### src/rtl/vga_fb_reader_if.sv
// ---------------------------------------------------------------------------
// vga_fb_reader_if
// Framebuffer read bus between the VGA scan-out reader and the framebuffer.
//   rd_en   : read strobe, one pixel per clk while inside the fetch window
//   rd_x    : 9-bit read column
//   rd_y    : 9-bit read row
//   rd_data : 12-bit RGB pixel, returned a fixed RD_LAT cycles after rd_en
// master = reader (drives the request), slave = framebuffer (returns data).
// ---------------------------------------------------------------------------
interface vga_fb_reader_if;
   logic        rd_en;
   logic [8:0]  rd_x;
   logic [8:0]  rd_y;
   logic [11:0] rd_data;

   modport master (output rd_en, output rd_x, output rd_y, input rd_data);
   modport slave  (input rd_en, input rd_x, input rd_y, output rd_data);
endinterface

### src/rtl/vga_fb_reader.sv
// ---------------------------------------------------------------------------
// vga_fb_reader
// Scans the 12-bit RGB timer framebuffer in raster order and produces VGA
// timing (default 640x480@60) with sync, blanking and pixel data aligned.
// Ports:
//   clk         : pixel clock, all logic on the rising edge
//   reset       : synchronous, active-high
//   fb          : framebuffer read bus (master side: rd_en/rd_x/rd_y out,
//                 rd_data in, rd_data valid RD_LAT cycles after rd_en)
//   hsync/vsync : active-low sync
//   rgb         : {R,G,B} 4 bits each, 0 outside the active region
//   de          : active-video flag aligned with rgb
//   vblank      : high while the output line is in vertical blank
//   frame_start : one-cycle pulse with output pixel (0,0)
// Every output trails the counters by RD_LAT+2 cycles.
// ---------------------------------------------------------------------------
module vga_fb_reader #(
   parameter int H_ACTIVE = 640,
   parameter int H_FP     = 16,
   parameter int H_SYNC   = 96,
   parameter int H_BP     = 48,
   parameter int V_ACTIVE = 480,
   parameter int V_FP     = 10,
   parameter int V_SYNC   = 2,
   parameter int V_BP     = 33,
   parameter int FB_W     = 512,
   parameter int RD_LAT   = 1
) (
   input  logic            clk,
   input  logic            reset,
   vga_fb_reader_if.master fb,
   output logic            hsync,
   output logic            vsync,
   output logic [11:0]     rgb,
   output logic            de,
   output logic            vblank,
   output logic            frame_start
);

   localparam int H_TOTAL = H_ACTIVE + H_FP + H_SYNC + H_BP;
   localparam int V_TOTAL = V_ACTIVE + V_FP + V_SYNC + V_BP;
   // Flags travel RD_LAT+1 stages: one for the request register, RD_LAT for the memory.
   localparam int DLY     = RD_LAT + 1;

   localparam logic [9:0]  H_MAX  = 10'(H_TOTAL - 1);
   localparam logic [9:0]  V_MAX  = 10'(V_TOTAL - 1);
   localparam logic [9:0]  H_ACT  = 10'(H_ACTIVE);
   localparam logic [9:0]  V_ACT  = 10'(V_ACTIVE);
   localparam logic [9:0]  HS_BEG = 10'(H_ACTIVE + H_FP);
   localparam logic [9:0]  HS_END = 10'(H_ACTIVE + H_FP + H_SYNC - 1);
   localparam logic [9:0]  VS_BEG = 10'(V_ACTIVE + V_FP);
   localparam logic [9:0]  VS_END = 10'(V_ACTIVE + V_FP + V_SYNC - 1);
   localparam logic [10:0] FB_LIM = 11'(FB_W);

   // Flag vector layout {fs, vb, vs_n, hs_n, fetch, active}
   localparam int F_ACT   = 0;
   localparam int F_FETCH = 1;
   localparam int F_HS    = 2;
   localparam int F_VS    = 3;
   localparam int F_VB    = 4;
   localparam int F_FS    = 5;
   localparam logic [5:0] FLAGS_IDLE = 6'b00_1100;   // syncs released, all else low

   logic [9:0]  h_cnt_q, h_cnt_d;
   logic [9:0]  v_cnt_q, v_cnt_d;
   logic        rd_en_q;
   logic [8:0]  rd_x_q, rd_y_q;
   logic [5:0]  flags_s;
   logic [5:0]  flag_pipe_q [DLY];
   logic [5:0]  flags_out_s;
   logic [11:0] rgb_q;
   logic        de_q, hsync_q, vsync_q, vblank_q, frame_start_q;

   // Raster counter next state: h wraps every line, v advances on h wrap
   always_comb begin
      h_cnt_d = h_cnt_q;
      v_cnt_d = v_cnt_q;
      if (h_cnt_q == H_MAX) begin
         h_cnt_d = 10'd0;
         if (v_cnt_q == V_MAX) begin
            v_cnt_d = 10'd0;
         end else begin
            v_cnt_d = v_cnt_q + 10'd1;
         end
      end else begin
         h_cnt_d = h_cnt_q + 10'd1;
      end
   end

   // Counter-stage decode of the current raster position
   always_comb begin
      flags_s           = FLAGS_IDLE;
      flags_s[F_ACT]    = (h_cnt_q < H_ACT) && (v_cnt_q < V_ACT);
      flags_s[F_FETCH]  = flags_s[F_ACT] && ({1'b0, h_cnt_q} < FB_LIM);
      flags_s[F_HS]     = !((h_cnt_q >= HS_BEG) && (h_cnt_q <= HS_END));
      flags_s[F_VS]     = !((v_cnt_q >= VS_BEG) && (v_cnt_q <= VS_END));
      flags_s[F_VB]     = (v_cnt_q >= V_ACT);
      flags_s[F_FS]     = (h_cnt_q == 10'd0) && (v_cnt_q == 10'd0);
   end

   // Raster counters and framebuffer request register
   always_ff @(posedge clk) begin
      if (reset) begin
         h_cnt_q <= 10'd0;
         v_cnt_q <= 10'd0;
         rd_en_q <= 1'b0;
         rd_x_q  <= 9'd0;
         rd_y_q  <= 9'd0;
      end else begin
         h_cnt_q <= h_cnt_d;
         v_cnt_q <= v_cnt_d;
         rd_en_q <= flags_s[F_FETCH];
         // Address tracks the counters even outside the window; only rd_en gates it
         rd_x_q  <= h_cnt_q[8:0];
         rd_y_q  <= v_cnt_q[8:0];
      end
   end

   // Flag delay line so timing flags meet rd_data at the output stage
   always_ff @(posedge clk) begin
      if (reset) begin
         for (int i = 0; i < DLY; i++) begin
            flag_pipe_q[i] <= FLAGS_IDLE;
         end
      end else begin
         flag_pipe_q[0] <= flags_s;
         for (int i = 1; i < DLY; i++) begin
            flag_pipe_q[i] <= flag_pipe_q[i-1];
         end
      end
   end

   assign flags_out_s = flag_pipe_q[DLY-1];

   // Output register: pixel data is taken only when the delayed fetch flag is set
   always_ff @(posedge clk) begin
      if (reset) begin
         rgb_q         <= 12'h000;
         de_q          <= 1'b0;
         hsync_q       <= 1'b1;
         vsync_q       <= 1'b1;
         vblank_q      <= 1'b0;
         frame_start_q <= 1'b0;
      end else begin
         rgb_q         <= (flags_out_s[F_FETCH] && flags_out_s[F_ACT]) ? fb.rd_data : 12'h000;
         de_q          <= flags_out_s[F_ACT];
         hsync_q       <= flags_out_s[F_HS];
         vsync_q       <= flags_out_s[F_VS];
         vblank_q      <= flags_out_s[F_VB];
         frame_start_q <= flags_out_s[F_FS];
      end
   end

   assign fb.rd_en    = rd_en_q;
   assign fb.rd_x     = rd_x_q;
   assign fb.rd_y     = rd_y_q;
   assign hsync       = hsync_q;
   assign vsync       = vsync_q;
   assign rgb         = rgb_q;
   assign de          = de_q;
   assign vblank      = vblank_q;
   assign frame_start = frame_start_q;

endmodule

### src/flat_wrapper.sv
// flat-port wrapper written by rule: the top's interface ports become plain ports
module vga_fb_reader_flat 
#(
   parameter int H_ACTIVE = 640,
   parameter int H_FP     = 16,
   parameter int H_SYNC   = 96,
   parameter int H_BP     = 48,
   parameter int V_ACTIVE = 480,
   parameter int V_FP     = 10,
   parameter int V_SYNC   = 2,
   parameter int V_BP     = 33,
   parameter int FB_W     = 512,
   parameter int RD_LAT   = 1
)
  (clk, reset, hsync, vsync, rgb, de, vblank, frame_start, fb_rd_en, fb_rd_x, fb_rd_y, fb_rd_data);
  vga_fb_reader_if fb_i ();
  input  logic clk;
  input  logic reset;
  output logic hsync;
  output logic vsync;
  output logic [11:0] rgb;
  output logic de;
  output logic vblank;
  output logic frame_start;
  output wire logic [$bits(fb_i.rd_en)-1:0] fb_rd_en;
  output wire logic [$bits(fb_i.rd_x)-1:0] fb_rd_x;
  output wire logic [$bits(fb_i.rd_y)-1:0] fb_rd_y;
  input wire logic [$bits(fb_i.rd_data)-1:0] fb_rd_data;
  assign fb_rd_en = fb_i.rd_en;
  assign fb_rd_x = fb_i.rd_x;
  assign fb_rd_y = fb_i.rd_y;
  assign fb_i.rd_data = fb_rd_data;
  vga_fb_reader #(.H_ACTIVE(H_ACTIVE), .H_FP(H_FP), .H_SYNC(H_SYNC), .H_BP(H_BP), .V_ACTIVE(V_ACTIVE), .V_FP(V_FP), .V_SYNC(V_SYNC), .V_BP(V_BP), .FB_W(FB_W), .RD_LAT(RD_LAT)) u_core (.clk(clk), .reset(reset), .fb(fb_i), .hsync(hsync), .vsync(vsync), .rgb(rgb), .de(de), .vblank(vblank), .frame_start(frame_start));
endmodule
### config.mk
export PLATFORM = sky130hd
export DESIGN_NAME = vga_fb_reader_flat
export DESIGN_NICKNAME = d
export VERILOG_FILES = /design/src/rtl/vga_fb_reader_if.sv /design/src/rtl/vga_fb_reader.sv /design/src/flat_wrapper.sv
export SDC_FILE = /design/constraint.sdc
export NUM_CORES = 1
export LEC_CHECK = 0
export CORE_MARGIN = 10
export CORE_UTILIZATION = 40
export CTS_CLUSTER_DIAMETER = 50
export DETAILED_ROUTE_END_ITERATION = 16
export PLACE_DENSITY = 0.66
export SKIP_LAST_GASP = 1
export SLEW_MARGIN = 0
export SYNTH_ARGS = -nofsm -noshare
export SYNTH_HDL_FRONTEND = slang
export SYNTH_SLANG_ARGS = --single-unit
export TNS_END_PERCENT = 100
### constraint.sdc
create_clock -name clk -period 2.99 [get_ports clk]
set_clock_uncertainty 0.1 [all_clocks]
set_input_delay 0.598 -clock clk [delete_from_list [all_inputs] [get_ports clk]]
set_output_delay 0.598 -clock clk [all_outputs]
set_load 0.02 [all_outputs]
# Word-level counts from Yosys, hierarchy flattened
# Memory sizes are Yosys's and may differ from the RTL's.
# Cells that the tools add are included.
# Widths: inputs -> output; s select.
[classes] muxes=6 reduce_logical=12 eq_ne=2 bitwise=3 n_addsub=2 order_cmp=8
[ops] cell="$add 10x1->10 const B" count=2
[ops] cell="$eq 10x10->1 const B" count=2
[ops] cell="$ge 10x9->1 const B" count=2
[ops] cell="$logic_not 10->1" count=2
[ops] cell="$lt 10x10->1 const B" count=2
[ops] cell="$mux 6" count=2
[ops] cell="$ge 10x10->1 const B" count=1
[ops] cell="$le 10x10->1 const B" count=1
[ops] cell="$le 10x9->1 const B" count=1
[ops] cell="$lt 10x9->1 const B" count=1
[ops] cell="$mux 10" count=1
[ops] cell="$logic_and 1x1->1" count=6
[ops] cell="$reduce_or 2->1" count=2
[ops] cell="$mux 1" count=3
[ops] cell="$logic_not 1->1" count=2
[ops] cell="$or 1x1->1" count=2
[ops] cell="$not 1->1" count=1
[word_totals] memories=1 reg_bits=56 mem_bits_rw=12 elab_cells=45
[memory_table] memory="u_core.flag_pipe_q" words=2 width=6 rd=2 rd_ports_with_merged_regs=0 wr=2 line_no="vga_fb_reader.sv:69" text="logic [5:0] flag_pipe_q [DLY];"

# Longest topological paths before layout
[logic_depth] depth_word=4 depth_mapped=6

# Worst setup path after synthesis
# OpenSTA, ideal clock, no wires.
[synth_path] path_type="register to register" start="register u_core.h_cnt_q[0]" end="register u_core.v_cnt_q[6]" path_slack_ps=1007 setup_time_ps=70 path_stages_with_launch=7 path_buffers=1 required_time_ps=2820 arrival_ps=1813 path_cell_list="dfxtp_1 ha_1 nand4_1 or4_1 buf_2 or4_1 a21oi_1"
[synth_between] elab_chain_cells=1
[synth_lines] element="from (decl)" line_no="vga_fb_reader.sv:64" text="logic [9:0] h_cnt_q, h_cnt_d;"
[synth_lines] element="from (signal assigned)" line_no="vga_fb_reader.sv:110" text="h_cnt_q <= h_cnt_d;"
[synth_lines] element="$eq 10x10->1" line_no="vga_fb_reader.sv:78" text="if (h_cnt_q == H_MAX) begin"
[synth_lines] element="to (signal assigned)" line_no="vga_fb_reader.sv:111" text="v_cnt_q <= v_cnt_d;"
[synth_lines] element="to (decl)" line_no="vga_fb_reader.sv:65" text="logic [9:0] v_cnt_q, v_cnt_d;"
# No other way between the ends.
# A chain may end at the register's enable or synchronous reset.

# Worst setup path after layout
[layout_path] start="register u_core.h_cnt_q[0]" end="register u_core.v_cnt_q[8]"
# The elaborated chain is that of the path after synthesis.

==> key figures <==
Clock network
  • Clock buffer depth: 2
  • CTS Buf Count: 9
  • CTS Root Cell: clkbuf_8
  • Htree depth: 3
  • Reg clk slew, reported paths: 0.08 ns
  • Clk_lat worst skew: 0.34 ns
  • Post-CTS Resized: 0
  • Post-CTS setup buffers: 0
  • Number of hold buffers added after CTS: 0
  • CTS tree: built
  • Clk sink count: 67

STA
  • Setup Viol. Count Final: 0
  • Slew Viols, Final: 0
  • Hold_ws: 0.313 ns
  • Slew margin rel.: 56.8%
  • Period utilisation layout: 73.9%
  • Worst slew pin tran: 0.643 ns
  • Final Hold Fails: 0
  • RSZ-0062 raised after global routing: no
  • Peak Freq: 452 MHz
  • Crit path time final: 2.21 ns
  • Setup TNS: 0 ns

Global routing
  • Initial antenna violation count: 0
  • GRT overflow: 0
  • Largest net degree at the start of global routing: 17
  • First-pass GRT wire length: 7440 um
  • Vias in the first global route: 1566
  • Gr usage total: 10.6%

Cells and area
  • Most frequent cells in the layout: 67 x dfxtp_1, 49 x clkdlybuf4s50_1, 25 x nor2_1
  • Design area: 0.00307 sq mm
  • Synth-to-layout area growth: 35.6%
  • Ant diodes: 0
  • Layout cells sized above 1: 9.85%
  • Final net count: 288
  • Commonest non-fill, non-tap cell in the layout: dfxtp_1

Run
  • Max-Cap Viols: 0

Synth
  • Syn. warnings: 0
  • Yosys reg bits: 67
  • Cell taking the most area after synthesis: dfxtp_1
  • Top post-synthesis cells by area: dfxtp_1 59%, nor2b_1 5.5%, nor2_1 4.1%, and3_1 3.9%, ha_1 2.8%
  • Mapped cell area: 0.00227 sq mm
  • Post-synth top flop: dfxtp_1
  • Number of synthesized flops with an enable pin: 0
  • Fraction of registers with async set/reset: 0%
  • Post-Syn Area per Cell: 10.5 sq um
  • Synth cell types: 34
  • Post-Syn Nets: 235
  • Synth Instances: 216
  • Synth top area share: 59.2%
  • Sequential share of the synthesized area: 59.2%

Placed design
  • Port bufs: 49
  • HPWL after detailed placement: 3200 um
  • Gpl congestion: 0.790
  • DP Area: 0.00283 sq mm

Floorplan
  • Die H: 95.3 um
  • Die width: 95.3 um
  • Boundary Pins: 50
  • Die area: 0.00908 sq mm
  • Core ar.: 0.00551 sq mm
  • Placement row count: 27
  • Initial core utilization: 41.1%

Power
  • Pwr Density: 616 mW/mm^2
  • Peak supply drop: 0.283 mV
  • LEAKAGE: 0.00122 uW

Drt
  • Residual DRC: 0
  • WL/cell: 12.8 um
  • Total length of routed wires: 4420 um
  • Vias per inst: 4.64
  • Post-DRT Antenna Nets: 0
  • Iteration-0 DRC Markers: 46
  • Vias: 1605
  • DR pass1 iterations: 4

Worst setup path
  • R2R setup slack: 0.78 ns
  • Worst setup EP type: flip-flop
  • FF-to-FF End: u_core.v_cnt_q[8]
  • Worst setup SP type: flip-flop
  • Critical path startpoint: u_core.h_cnt_q[0]
  • Worst setup endpoint: u_core.v_cnt_q[8]
  • WP data arrival: 2.39 ns
  • FF-to-FF path depth: 5
  • CP Class: reg2reg
  • WP data required: 3.17 ns
  • Worst r2r src: u_core.h_cnt_q[0]
  • Crit path max fanout: 7

Hold path
  • Hold Path Class: reg2reg

Status
  • Outcome: complete, no violations
==> kinds of logic after synthesis <==
kind of cell               count (synthesis)  share of synthesized area, %
and+or+nand+nor                          100                          26.0
buffers and inverters                     17                          2.93
DFF                                       67                          59.2
xor gates and xnor gates                  11                          4.25
adders and majority gates                  5                          2.76
muxes                                      2                         0.884
AOI/OAI and AO/OA                         14                          4.03
==> layout make-up <==
type	instances	area, sq um
fill	478	2430
sequential	67	1340
multi-input combinational	132	858
timing repair buffer	51	505
clock buffer	9	124
clock inverter	7	124
tap	72	90.1
inverter	8	30.0
==> sequential cells by signal, summed over array words and instances (netlist names), 9 cells and up <==
register and flops:
u_core.v_cnt_q 10, u_core.fb.rd_x 9, u_core.flag_pipe_q 12, u_core.h_cnt_q 10
u_core.rgb 12, u_core.fb.rd_y 9
==> worst max-delay path, stage by stage, from the launching register on <==
cell and delay [ns]:
dfxtp_1 0.38, ha_1 0.24, nand4_1 0.23, or4_1 0.61, or4_1 0.45, a21oi_1 0.15
==> Yosys cell counts (2+ instances only) <==
library cell and count:
dfxtp_1 67, nor2_1 25, nor2b_1 20, and3_1 14, inv_1 8, clkbuf_1 7, nand3_1 7, xor2_1 6
a21oi_1 5, ha_1 5, or2_2 5, xnor2_1 5, nor3_1 4, or4_1 4, nand2_1 3, nand4_1 3
nor4_1 3, o21ai_0 3, and4_1 2, buf_2 2, mux2i_1 2, nor4b_1 2, o31ai_1 2, or3_1 2
==> power breakdown <==
part           total, uW  internal (uW)  switching (uW)
Clock                913            559             354
Combinational       68.0           36.6            31.5
Sequential           913            905            7.91
==> stage by stage <==
| stage | utilization, % | instances | setup slack [ns] | total power, uW |
|---|---|---|---|---|
| 3_3_place_gp | 51.3 | 330 | 0.821 | 1000 |
| 4_1_cts | 55.8 | 346 | 0.766 | 1910 |
| 5_1_grt | 55.8 | 346 | 0.609 | 1970 |
| 3_5_place_dp | 51.3 | 330 | 0.792 | 1000 |
| 6_report | 55.8 | 346 | 0.780 | 1890 |
| 2_1_floorplan | - | 216 | 1.01 | 966 |
==> worst min path at each step <==
stage	depth (start not counted)	from	endpoint	slack (ns)
after global placement	1	u_core.flag_pipe_q[0][2]	u_core.flag_pipe_q[0][8]	0.29
after global routing	1	u_core.flag_pipe_q[0][3]	u_core.flag_pipe_q[0][9]	0.33
final	1	u_core.flag_pipe_q[0][9]	u_core.vsync	0.31
after floorplan	1	u_core.flag_pipe_q[0][2]	u_core.flag_pipe_q[0][8]	0.29
after detailed placement	1	u_core.flag_pipe_q[0][3]	u_core.flag_pipe_q[0][9]	0.30
after CTS	1	u_core.flag_pipe_q[0][3]	u_core.flag_pipe_q[0][9]	0.31
==> routing by layer <==
layer | wire (um) | up-vias | share of wire (%) | track usage (%)
li1 | - | 839 | - | -
met5 | 0 | - | 0 | 0
met2 | 1810 | 49 | 41 | 15.3
met1 | 2110 | 710 | 48 | 13.1
met4 | 72 | 0 | 1.6 | 7.11
met3 | 416 | 7 | 9.4 | 3.53
Note: power is estimated with default switching activity, not from simulation.
